===== src/rtl/nor_logic_accum_unit_if.sv =====
// Operand/result handshake bundle for nor_logic_accum_unit.
// The master drives the operand beat and consumer ready; the slave returns the FIFO head and accumulator.
interface nor_logic_accum_unit_if #(
  parameter int unsigned WIDTH = 8,
  parameter int unsigned CNT_W = 8
);
  logic             in_valid;
  logic             in_ready;
  logic [WIDTH-1:0] a;
  logic [WIDTH-1:0] b;
  logic [1:0]       mode;
  logic             clr_acc;
  logic             out_valid;
  logic             out_ready;
  logic [WIDTH-1:0] y;
  logic             parity;
  logic [WIDTH-1:0] acc;
  logic [CNT_W-1:0] acc_cnt;

  modport master (
    output in_valid, a, b, mode, clr_acc, out_ready,
    input  in_ready, out_valid, y, parity, acc, acc_cnt
  );

  modport slave (
    input  in_valid, a, b, mode, clr_acc, out_ready,
    output in_ready, out_valid, y, parity, acc, acc_cnt
  );
endinterface


===== src/rtl/nor_logic_accum_unit.sv =====
// Bitwise XOR/XNOR/NOR unit with an XOR-folding checksum accumulator.
// Results are tagged with even parity and queued in a DEPTH-entry FIFO.
module nor_logic_accum_unit #(
  parameter int unsigned WIDTH = 8,
  parameter int unsigned DEPTH = 2,
  parameter int unsigned CNT_W = 8
) (
  input  logic                  clk,
  input  logic                  rst,
  nor_logic_accum_unit_if.slave io_bus
);

  localparam int unsigned PtrW = $clog2(DEPTH);

  typedef enum logic [1:0] {
    ModeXor  = 2'b00,
    ModeXnor = 2'b01,
    ModeNor  = 2'b10,
    ModeAcc  = 2'b11
  } mode_e;

  logic [WIDTH:0]     r_mem [DEPTH];
  logic [PtrW-1:0]    r_wr_ptr;
  logic [PtrW-1:0]    r_rd_ptr;
  logic [PtrW:0]      r_count;
  logic [WIDTH-1:0]   r_y;
  logic               r_parity;
  logic [WIDTH-1:0]   r_acc;
  logic [CNT_W-1:0]   r_acc_cnt;

  logic               w_full;
  logic               w_empty;
  logic               w_push;
  logic               w_pop;
  logic               w_acc_beat;
  logic [WIDTH-1:0]   w_acc_base;
  logic [WIDTH-1:0]   w_result;
  logic [WIDTH:0]     w_entry;
  logic [PtrW-1:0]    w_rd_next;

  assign w_full     = (r_count == (PtrW + 1)'(DEPTH));
  assign w_empty    = (r_count == '0);
  assign w_push     = io_bus.in_valid & ~rst & ~w_full;
  assign w_pop      = ~w_empty & io_bus.out_ready;
  assign w_acc_beat = w_push & (mode_e'(io_bus.mode) == ModeAcc);
  assign w_rd_next  = r_rd_ptr + PtrW'(1);

  // A clear in the same cycle as an ACC beat drops the old accumulator first.
  assign w_acc_base = io_bus.clr_acc ? '0 : r_acc;

  always_comb begin
    w_result = '0;
    unique case (mode_e'(io_bus.mode))
      ModeXor:  w_result = io_bus.a ^ io_bus.b;
      ModeXnor: w_result = ~(io_bus.a ^ io_bus.b);
      ModeNor:  w_result = ~(io_bus.a | io_bus.b);
      ModeAcc:  w_result = w_acc_base ^ io_bus.a ^ io_bus.b;
    endcase
  end

  assign w_entry = {w_result, ^w_result};

  always_ff @(posedge clk) begin
    if (w_push) begin
      r_mem[r_wr_ptr] <= w_entry;
    end
  end

  always_ff @(posedge clk or posedge rst) begin
    if (rst) begin
      r_wr_ptr <= '0;
      r_rd_ptr <= '0;
      r_count  <= '0;
    end else begin
      if (w_push) begin
        r_wr_ptr <= r_wr_ptr + PtrW'(1);
      end
      if (w_pop) begin
        r_rd_ptr <= w_rd_next;
      end
      if (w_push && !w_pop) begin
        r_count <= r_count + (PtrW + 1)'(1);
      end else if (w_pop && !w_push) begin
        r_count <= r_count - (PtrW + 1)'(1);
      end
    end
  end

  // Head is held in its own register so y/parity stay put once the FIFO drains.
  always_ff @(posedge clk or posedge rst) begin
    if (rst) begin
      r_y      <= '0;
      r_parity <= 1'b0;
    end else if (w_pop) begin
      if (r_count > (PtrW + 1)'(1)) begin
        r_y      <= r_mem[w_rd_next][WIDTH:1];
        r_parity <= r_mem[w_rd_next][0];
      end else if (w_push) begin
        r_y      <= w_entry[WIDTH:1];
        r_parity <= w_entry[0];
      end
    end else if (w_push && w_empty) begin
      r_y      <= w_entry[WIDTH:1];
      r_parity <= w_entry[0];
    end
  end

  always_ff @(posedge clk or posedge rst) begin
    if (rst) begin
      r_acc     <= '0;
      r_acc_cnt <= '0;
    end else if (w_acc_beat) begin
      r_acc <= w_result;
      if (io_bus.clr_acc) begin
        r_acc_cnt <= CNT_W'(1);
      end else if (r_acc_cnt != '1) begin
        r_acc_cnt <= r_acc_cnt + CNT_W'(1);
      end
    end else if (io_bus.clr_acc) begin
      r_acc     <= '0;
      r_acc_cnt <= '0;
    end
  end

  assign io_bus.in_ready  = ~rst & ~w_full;
  assign io_bus.out_valid = ~w_empty;
  assign io_bus.y         = r_y;
  assign io_bus.parity    = r_parity;
  assign io_bus.acc       = r_acc;
  assign io_bus.acc_cnt   = r_acc_cnt;

endmodule


===== src/flat_wrapper.sv =====
// flat-port wrapper written by rule: the top's interface ports become plain ports
module nor_logic_accum_unit_flat 
#(
  parameter int unsigned WIDTH = 8,
  parameter int unsigned DEPTH = 2,
  parameter int unsigned CNT_W = 8
)
  (clk, rst, io_bus_in_valid, io_bus_a, io_bus_b, io_bus_mode, io_bus_clr_acc, io_bus_out_ready, io_bus_in_ready, io_bus_out_valid, io_bus_y, io_bus_parity, io_bus_acc, io_bus_acc_cnt);
  nor_logic_accum_unit_if #(.WIDTH(WIDTH), .CNT_W(CNT_W)) io_bus_i ();
  input  logic clk;
  input  logic rst;
  input wire logic [$bits(io_bus_i.in_valid)-1:0] io_bus_in_valid;
  input wire logic [$bits(io_bus_i.a)-1:0] io_bus_a;
  input wire logic [$bits(io_bus_i.b)-1:0] io_bus_b;
  input wire logic [$bits(io_bus_i.mode)-1:0] io_bus_mode;
  input wire logic [$bits(io_bus_i.clr_acc)-1:0] io_bus_clr_acc;
  input wire logic [$bits(io_bus_i.out_ready)-1:0] io_bus_out_ready;
  output wire logic [$bits(io_bus_i.in_ready)-1:0] io_bus_in_ready;
  output wire logic [$bits(io_bus_i.out_valid)-1:0] io_bus_out_valid;
  output wire logic [$bits(io_bus_i.y)-1:0] io_bus_y;
  output wire logic [$bits(io_bus_i.parity)-1:0] io_bus_parity;
  output wire logic [$bits(io_bus_i.acc)-1:0] io_bus_acc;
  output wire logic [$bits(io_bus_i.acc_cnt)-1:0] io_bus_acc_cnt;
  assign io_bus_i.in_valid = io_bus_in_valid;
  assign io_bus_i.a = io_bus_a;
  assign io_bus_i.b = io_bus_b;
  assign io_bus_i.mode = io_bus_mode;
  assign io_bus_i.clr_acc = io_bus_clr_acc;
  assign io_bus_i.out_ready = io_bus_out_ready;
  assign io_bus_in_ready = io_bus_i.in_ready;
  assign io_bus_out_valid = io_bus_i.out_valid;
  assign io_bus_y = io_bus_i.y;
  assign io_bus_parity = io_bus_i.parity;
  assign io_bus_acc = io_bus_i.acc;
  assign io_bus_acc_cnt = io_bus_i.acc_cnt;
  nor_logic_accum_unit #(.WIDTH(WIDTH), .DEPTH(DEPTH), .CNT_W(CNT_W)) u_core (.clk(clk), .rst(rst), .io_bus(io_bus_i));
endmodule

===== config.mk =====
export PLATFORM = sky130hd
export DESIGN_NAME = nor_logic_accum_unit_flat
export DESIGN_NICKNAME = d
export VERILOG_FILES = /design/src/rtl/nor_logic_accum_unit_if.sv /design/src/rtl/nor_logic_accum_unit.sv /design/src/flat_wrapper.sv
export SDC_FILE = /design/constraint.sdc
export NUM_CORES = 1
export LEC_CHECK = 0
export BUFFER_PORTS_ARGS = -buffer_cell sky130_fd_sc_hd__buf_2
export CAP_MARGIN = 20
export CORE_ASPECT_RATIO = 0.7
export CORE_MARGIN = 3
export CORE_UTILIZATION = 59
export DETAILED_ROUTE_END_ITERATION = 10
export PLACE_DENSITY = 0.93
export SYNTH_ARGS = -nofsm -noshare
export SYNTH_HDL_FRONTEND = slang
export SYNTH_SLANG_ARGS = --single-unit

===== constraint.sdc =====
create_clock -name clk -period 4.46 [get_ports clk]
set_input_delay 0.892 -clock clk [delete_from_list [all_inputs] [get_ports clk]]
set_output_delay 0.892 -clock clk [all_outputs]
set_load 0.01 [all_outputs]

# Word level (Yosys, flattened, before mapping)
# Memory sizes are Yosys's and may differ from the RTL's.
# Index checks and enable logic that the tools add are counted.
# word_totals
reg_bits,29
ram_bits,18
in_bits,23
out_inout_bits,27
n_memories,1
# mem_list
memory,words,word_bits,rd,rd_ports_with_merged_regs,write_ports,line,rtl
u_core.r_mem,2,9,1,0,1,nor_logic_accum_unit.sv:22,logic [WIDTH:0] r_mem [DEPTH];
# classes
add_sub_neg,5
n_lt_le_gt_ge,1
n_eq_ne,6
mux,19
n_bitwise,14
reduce_logical,14
# op_table
cell,n
$mux 8,10
$pmux 8 s4,1
$xor 8x8->8,3
$not 8->8,2
$add 8x1->8 const B,1
$ne 8x8->1 const B,1
$or 8x8->8,1
$reduce_bool 2->1,4
$reduce_xor 8->1,1
$eq 2x2->1 const B,3
$mux 1,6
$and 1x1->1,5
$logic_not 2->1,2
$mux 2,2
$reduce_and 2->1,2
$logic_and 1x1->1,3
$ne 3x2->1 const B,1
$not 1->1,3
$add 1x1->1 const B,2
$add 2x1->2 const B,1
$eq 2x1->1 const B,1
$gt 2x1->1 const B,1
$logic_not 1->1,2
$sub 2x1->2 const B,1

# Depth between registers and ports, before layout
# logic_depth
depth_word,8
mapped_depth,10
ltp_nobuf,10

# Worst setup path after synthesis
# Ideal clock, no wire load.
# synth_path
path_kind,input to register
startpoint,in io_bus_mode[1]
endpoint,reg u_core.r_parity (netlist: u_core.io_bus.parity)
setup_time_ps,126
arrival_time_ps,2556
required_time_ps,4334
setup_slack_ps,1778
stages,9
path_buffers,2
path_cell_list,buf_4 > and2_1 > buf_2 > a311oi_1 > a21oi_2 > xnor2_1 > xnor3_1 > xnor2_1 > a221o_1
# synth_between
elab_chain_cells,6
elab_cells_between_ends,10
# synth_rtl
element,line,rtl
"start, declared",flat_wrapper.sv:15,input wire logic [$bits(io_bus_i.mode)-1:0] io_bus_mode;
"$eq 2x2->1, or another cell as far along",nor_logic_accum_unit.sv:53,unique case (mode_e'(io_bus.mode))
$pmux 8 s4 *,nor_logic_accum_unit.sv:53,
net u_core.w_entry[5],nor_logic_accum_unit.sv:38,logic [WIDTH:0] w_entry;
$reduce_xor 8->1 *,nor_logic_accum_unit.sv:61,"assign w_entry = {w_result, ^w_result};"
net u_core.w_entry[0],nor_logic_accum_unit.sv:38,
$mux 1,nor_logic_accum_unit.sv:98,end else if (w_push) begin
$mux 1,nor_logic_accum_unit.sv:95,if (r_count > (PtrW + 1)'(1)) begin
$mux 1 *,nor_logic_accum_unit.sv:94,end else if (w_pop) begin
"end signal, assigned",nor_logic_accum_unit.sv:97,r_parity <= r_mem[w_rd_next][0];
"end signal, assigned",nor_logic_accum_unit.sv:100,r_parity <= w_entry[0];
"end signal, assigned",nor_logic_accum_unit.sv:104,r_parity <= w_entry[0];
"end, declared",nor_logic_accum_unit.sv:27,logic r_parity;
# The timed path passes the listed nets; every way through them passes the cells marked *. The select of a mux whose other input is x is not followed.
# A chain may end at the register's enable or synchronous reset.

# Worst setup path after layout
# layout_path
startpoint,in io_bus_mode[0]
endpoint,reg u_core.r_parity (netlist: u_core.io_bus.parity)
# Same word-level chain as after synthesis.

==> impl_metrics.csv <==
group,metric,value,unit
status,status,"finished clean",
drt,drtIter0Drc,146,
power,switching_power,456.9,uW
synth,yosysTopAreaCell,"dfrtp_1",
floorplan,fp.dieArea,5314,sq um
sta,finalMaxSlewViolations,0,
drt,vias,2017,
global_routing,grt_first_pass_wirelength,8.970,mm
clock_tree,cts_root_buffer,"clkbuf_8",
worst_setup_path,critical-path-top-delay-family,"compound AO/OA/AOI/OAI gates",
sta,fin_ws,1672,ps
drt,routed_wirelength,5.389,mm
worst_setup_path,worstPathBufferInverterCount,1,
clock_tree,clock-sinks,47,
worst_setup_path,r2r_end,"u_core.io_bus.acc_cnt[7]$_DFFE_PP0P_",
clock_tree,clk_pin_slew,90,ps
final_layout,nets,352,
worst_setup_path,cp-start-kind,"primary input",
worst_setup_path,reg2reg_depth,10,
clock_tree,clock_latency,300,ps
global_routing,grt_start_max_net_pins,19,
clock_tree,holdBufCountCts,0,
floorplan,die_y,61.90,um
hold_path,worstHoldStart,"u_core.io_bus.y[1]$_DFFE_PP0P_",
clock_tree,cts_tree,"built",
final_layout,diodes,0,
synth,synth.avg_cell_area,9.864,sq um
hold_path,hold_end,"u_core.io_bus.y[1]$_DFFE_PP0P_",
synth,synth_top_family_by_area,"simple AND/OR/NAND/NOR gates",
drt,wl_per_cell,14.60,um
flow_run,maxCapViolCount,0,
power,clockPowerShare,27.0,%
synth,synth_compound_area_share,11.73,%
worst_setup_path,required,4650,ps
worst_setup_path,cp_max_fo,16,
global_routing,antenna_found_initial,0,
synth,synth_xor_area_share,9.359,%
placement,io_buffers,49,
worst_setup_path,max_stage_delay,380,ps
synth,synth_nets,303,
power,p_int,959.7,uW
power,power_density,460.6,nW/um^2
synth,synthSimpleGateAreaFrac,15.91,%
drt,drc,0,
synth,synth.distinct_cells,36,
sta,worst_pin_slew,1018,ps
drt,drt_pre_antenna_iters,4,
global_routing,overflow,0,
sta,fin_setup_tns,0,ps
hold_path,hold_class,"flip-flop to flip-flop",
power,pwr-share-seq,42.9,%
drt,viasPerCell,5.466,
synth,yosys_warnings,0,
worst_setup_path,reg2reg_slack,1890,ps
synth,synthAdderAreaFrac,6.176,%
clock_tree,numCtsBuffers,5,
global_routing,grt_pass1_vias,1894,
placement,pre_cts_slack,1412,ps
drt,drtAntennaViolNets,0,
placement,dp_hpwl,4.001,mm
floorplan,rows,19,
final_layout,fin_util,74.78,%
floorplan,core_area,4113,sq um
placement,gp_congestion,0.8558,
worst_setup_path,slowest_stage,"and2_1",
worst_setup_path,r2r-start,"u_core.r_count[0]$_DFFE_PP0P_",
final_layout,drive_gt1_share,21.14,%
power,p_sw_share,32.25,%
worst_setup_path,worstSetupPathType,"primary input to flip-flop",
sta,finalHoldViolations,0,
sta,period_share,62.51,%
sta,finClkSkew,5.751,ps
hold_path,hold_path_depth,2,
synth,synth_mux_area_share,3.800,%
floorplan,io_pins,50,
synth,syn-instance-count,267,
clock_tree,h-tree-depth,2,
sta,rsz0062_at_grt,"false",
power,irDropWorstVdd,0.3669,mV
sta,setup_viol,0,
sta,max_slew_margin,32.10,%
sta,fmax,358.7,MHz
global_routing,groute.usage.overall,21.88,%
synth,ys_top_cells_by_area,"dfrtp_1, edfxtp_1, ha_1",
final_layout,area_growth,16.77,%
floorplan,initial_core_util,64.04,%
synth,synth_top_area_share,27.55,%
sta,layout_min_cycle_time,2788,ps
power,combPwrFrac,30.1,%
worst_setup_path,worst_setup_path_end_kind,"flip-flop",
worst_setup_path,worstPathCellList,"buf_2 > and2_1 > a311oi_1 > a21oi_2 > xor2_1 > xnor3_1 > xnor2_1 > a221o_1",
clock_tree,clk_path_buf_depth,2,
synth,yosysSeqAreaShare,48.08,%
power,power,1.417,mW
clock_tree,post_cts_buffers,0,
worst_setup_path,crit_arrival,2980,ps
clock_tree,cts_resized,0,
synth,synth_seq_cells,47,
power,leakagePower,1.473,nW
floorplan,die_width,85.86,um
synth,syn_area,2634,sq um
==> final cells by class <==
cell class / instances / area, sq um
Clock inverter: 3 / 71.32
Sequential cell: 47 / 1266
Timing Repair Buffer: 51 / 280.3
Inverter: 23 / 86.33
Tap cell: 52 / 65.06
Multi-Input combinational cell: 188 / 1237
Clock buffer: 5 / 68.82
Fill cell: 288 / 1037
==> worst max-delay path by stage <==
stage                   startpoint  slack, ps  cells after the start                                   end
floorplan           io_bus_mode[1]       1780                      9      u_core.io_bus.parity$_DFFE_PP0P_
global placement    io_bus_mode[0]       1490                      8      u_core.io_bus.parity$_DFFE_PP0P_
detailed placement  io_bus_mode[0]       1410                      8      u_core.io_bus.parity$_DFFE_PP0P_
CTS                 io_bus_mode[0]       1730                      8      u_core.io_bus.parity$_DFFE_PP0P_
global route        io_bus_mode[0]       1540                      7  u_core.io_bus.acc_cnt[7]$_DFFE_PP0P_
finish              io_bus_mode[0]       1670                      8      u_core.io_bus.parity$_DFFE_PP0P_
==> routing by layer <==
| metal | wire length, um | up-vias | global-route usage, % |
|---|---|---|---|
| met2 | 2310 | 86 | 33.85 |
| met1 | 2608 | 922 | 32.43 |
| met4 | 13 | 0 | 4.515 |
| met3 | 457 | 2 | 4.480 |
| met5 | 0 | - | 0 |
| li1 | - | 1007 | - |
==> stage by stage <==
step                      area, sq um  hold WS (ps)  std cells
after floorplan                  2634         455.5        267
after global placement           2908         454.9        360
after detailed placement         2935         467.1        361
after CTS                        3075         487.9        369
after global routing             3075         508.2        369
final                            3075         481.2        369
==> state kept, by name, indices dropped and copies added (netlist names) <==
signal / cells
u_core.r_mem: 18
u_core.io_bus.acc: 8
u_core.io_bus.acc_cnt: 8
u_core.io_bus.y: 8
u_core.r_count: 2
u_core.io_bus.parity: 1
u_core.r_rd_ptr: 1
u_core.r_wr_ptr: 1
==> synthesized netlist by cell type <==
master and number:
o22ai_1 1, nand2b_1 4, nand2_1 37, and2b_1 2, a221o_1 1, nand4_1 3
and3_1 1, nor4_1 1, buf_4 2, a22oi_1 1, nand2_4 1, inv_2 1
xnor2_1 12, nor3_1 2, a311oi_1 4, nor2_1 23, a221oi_1 4, a21oi_2 4
xnor3_1 2, and2_1 2, ha_1 13, inv_1 22, buf_2 2, nor2b_2 1
nor2b_1 5, clkbuf_1 5, xor2_1 11, o21ai_0 23, nand3_1 1, dfrtp_1 29
edfxtp_1 18, or2_2 1, mux2i_1 10, or3_1 6, o31ai_1 2, a21oi_1 10
==> power by group through the flow <==
stage	Sequential (mW)	Clock, mW	Combinational, mW
final	0.608	0.383	0.426
after floorplan	0.613	0	0.291
after CTS	0.610	0.389	0.427
after global routing	0.621	0.402	0.477
after detailed placement	0.620	0	0.425
after global placement	0.613	0	0.406
==> cells by family after synthesis <==
logic type / after synthesis
buffers and inverters: 32
AND/OR/NAND/NOR: 90
XOR/XNOR: 25
AO/OA/AOI/OAI: 50
multiplexers: 10
flip-flops: 47
adder cells (fa/ha/maj): 13
==> tightest hold or removal path, cell delays in order (launching register included) <==
cell and delay [ps]:
dfrtp_1 350, nand2_1 40, o21ai_0 60
==> cell usage in the layout, fill, tap and decap left out, types with 2 or more instances in the layout <==
cell / instances
inv_1: 22
mux2i_1: 10
dfrtp_1: 29
nand2b_1: 4
and2_1: 2
ha_1: 13
bufinv_16: 2
a221oi_1: 4
xor2_1: 11
nand4_1: 3
and2b_1: 2
nor2b_1: 5
nor2_1: 23
xnor3_1: 2
or3_1: 6
nor3_1: 2
clkbuf_8: 5
a21oi_1: 10
edfxtp_1: 18
o21ai_0: 23
nand2_1: 37
a21oi_2: 4
a311oi_1: 4
buf_2: 49
xnor2_1: 12
o31ai_1: 2
Power figures use the tool's default switching activity.
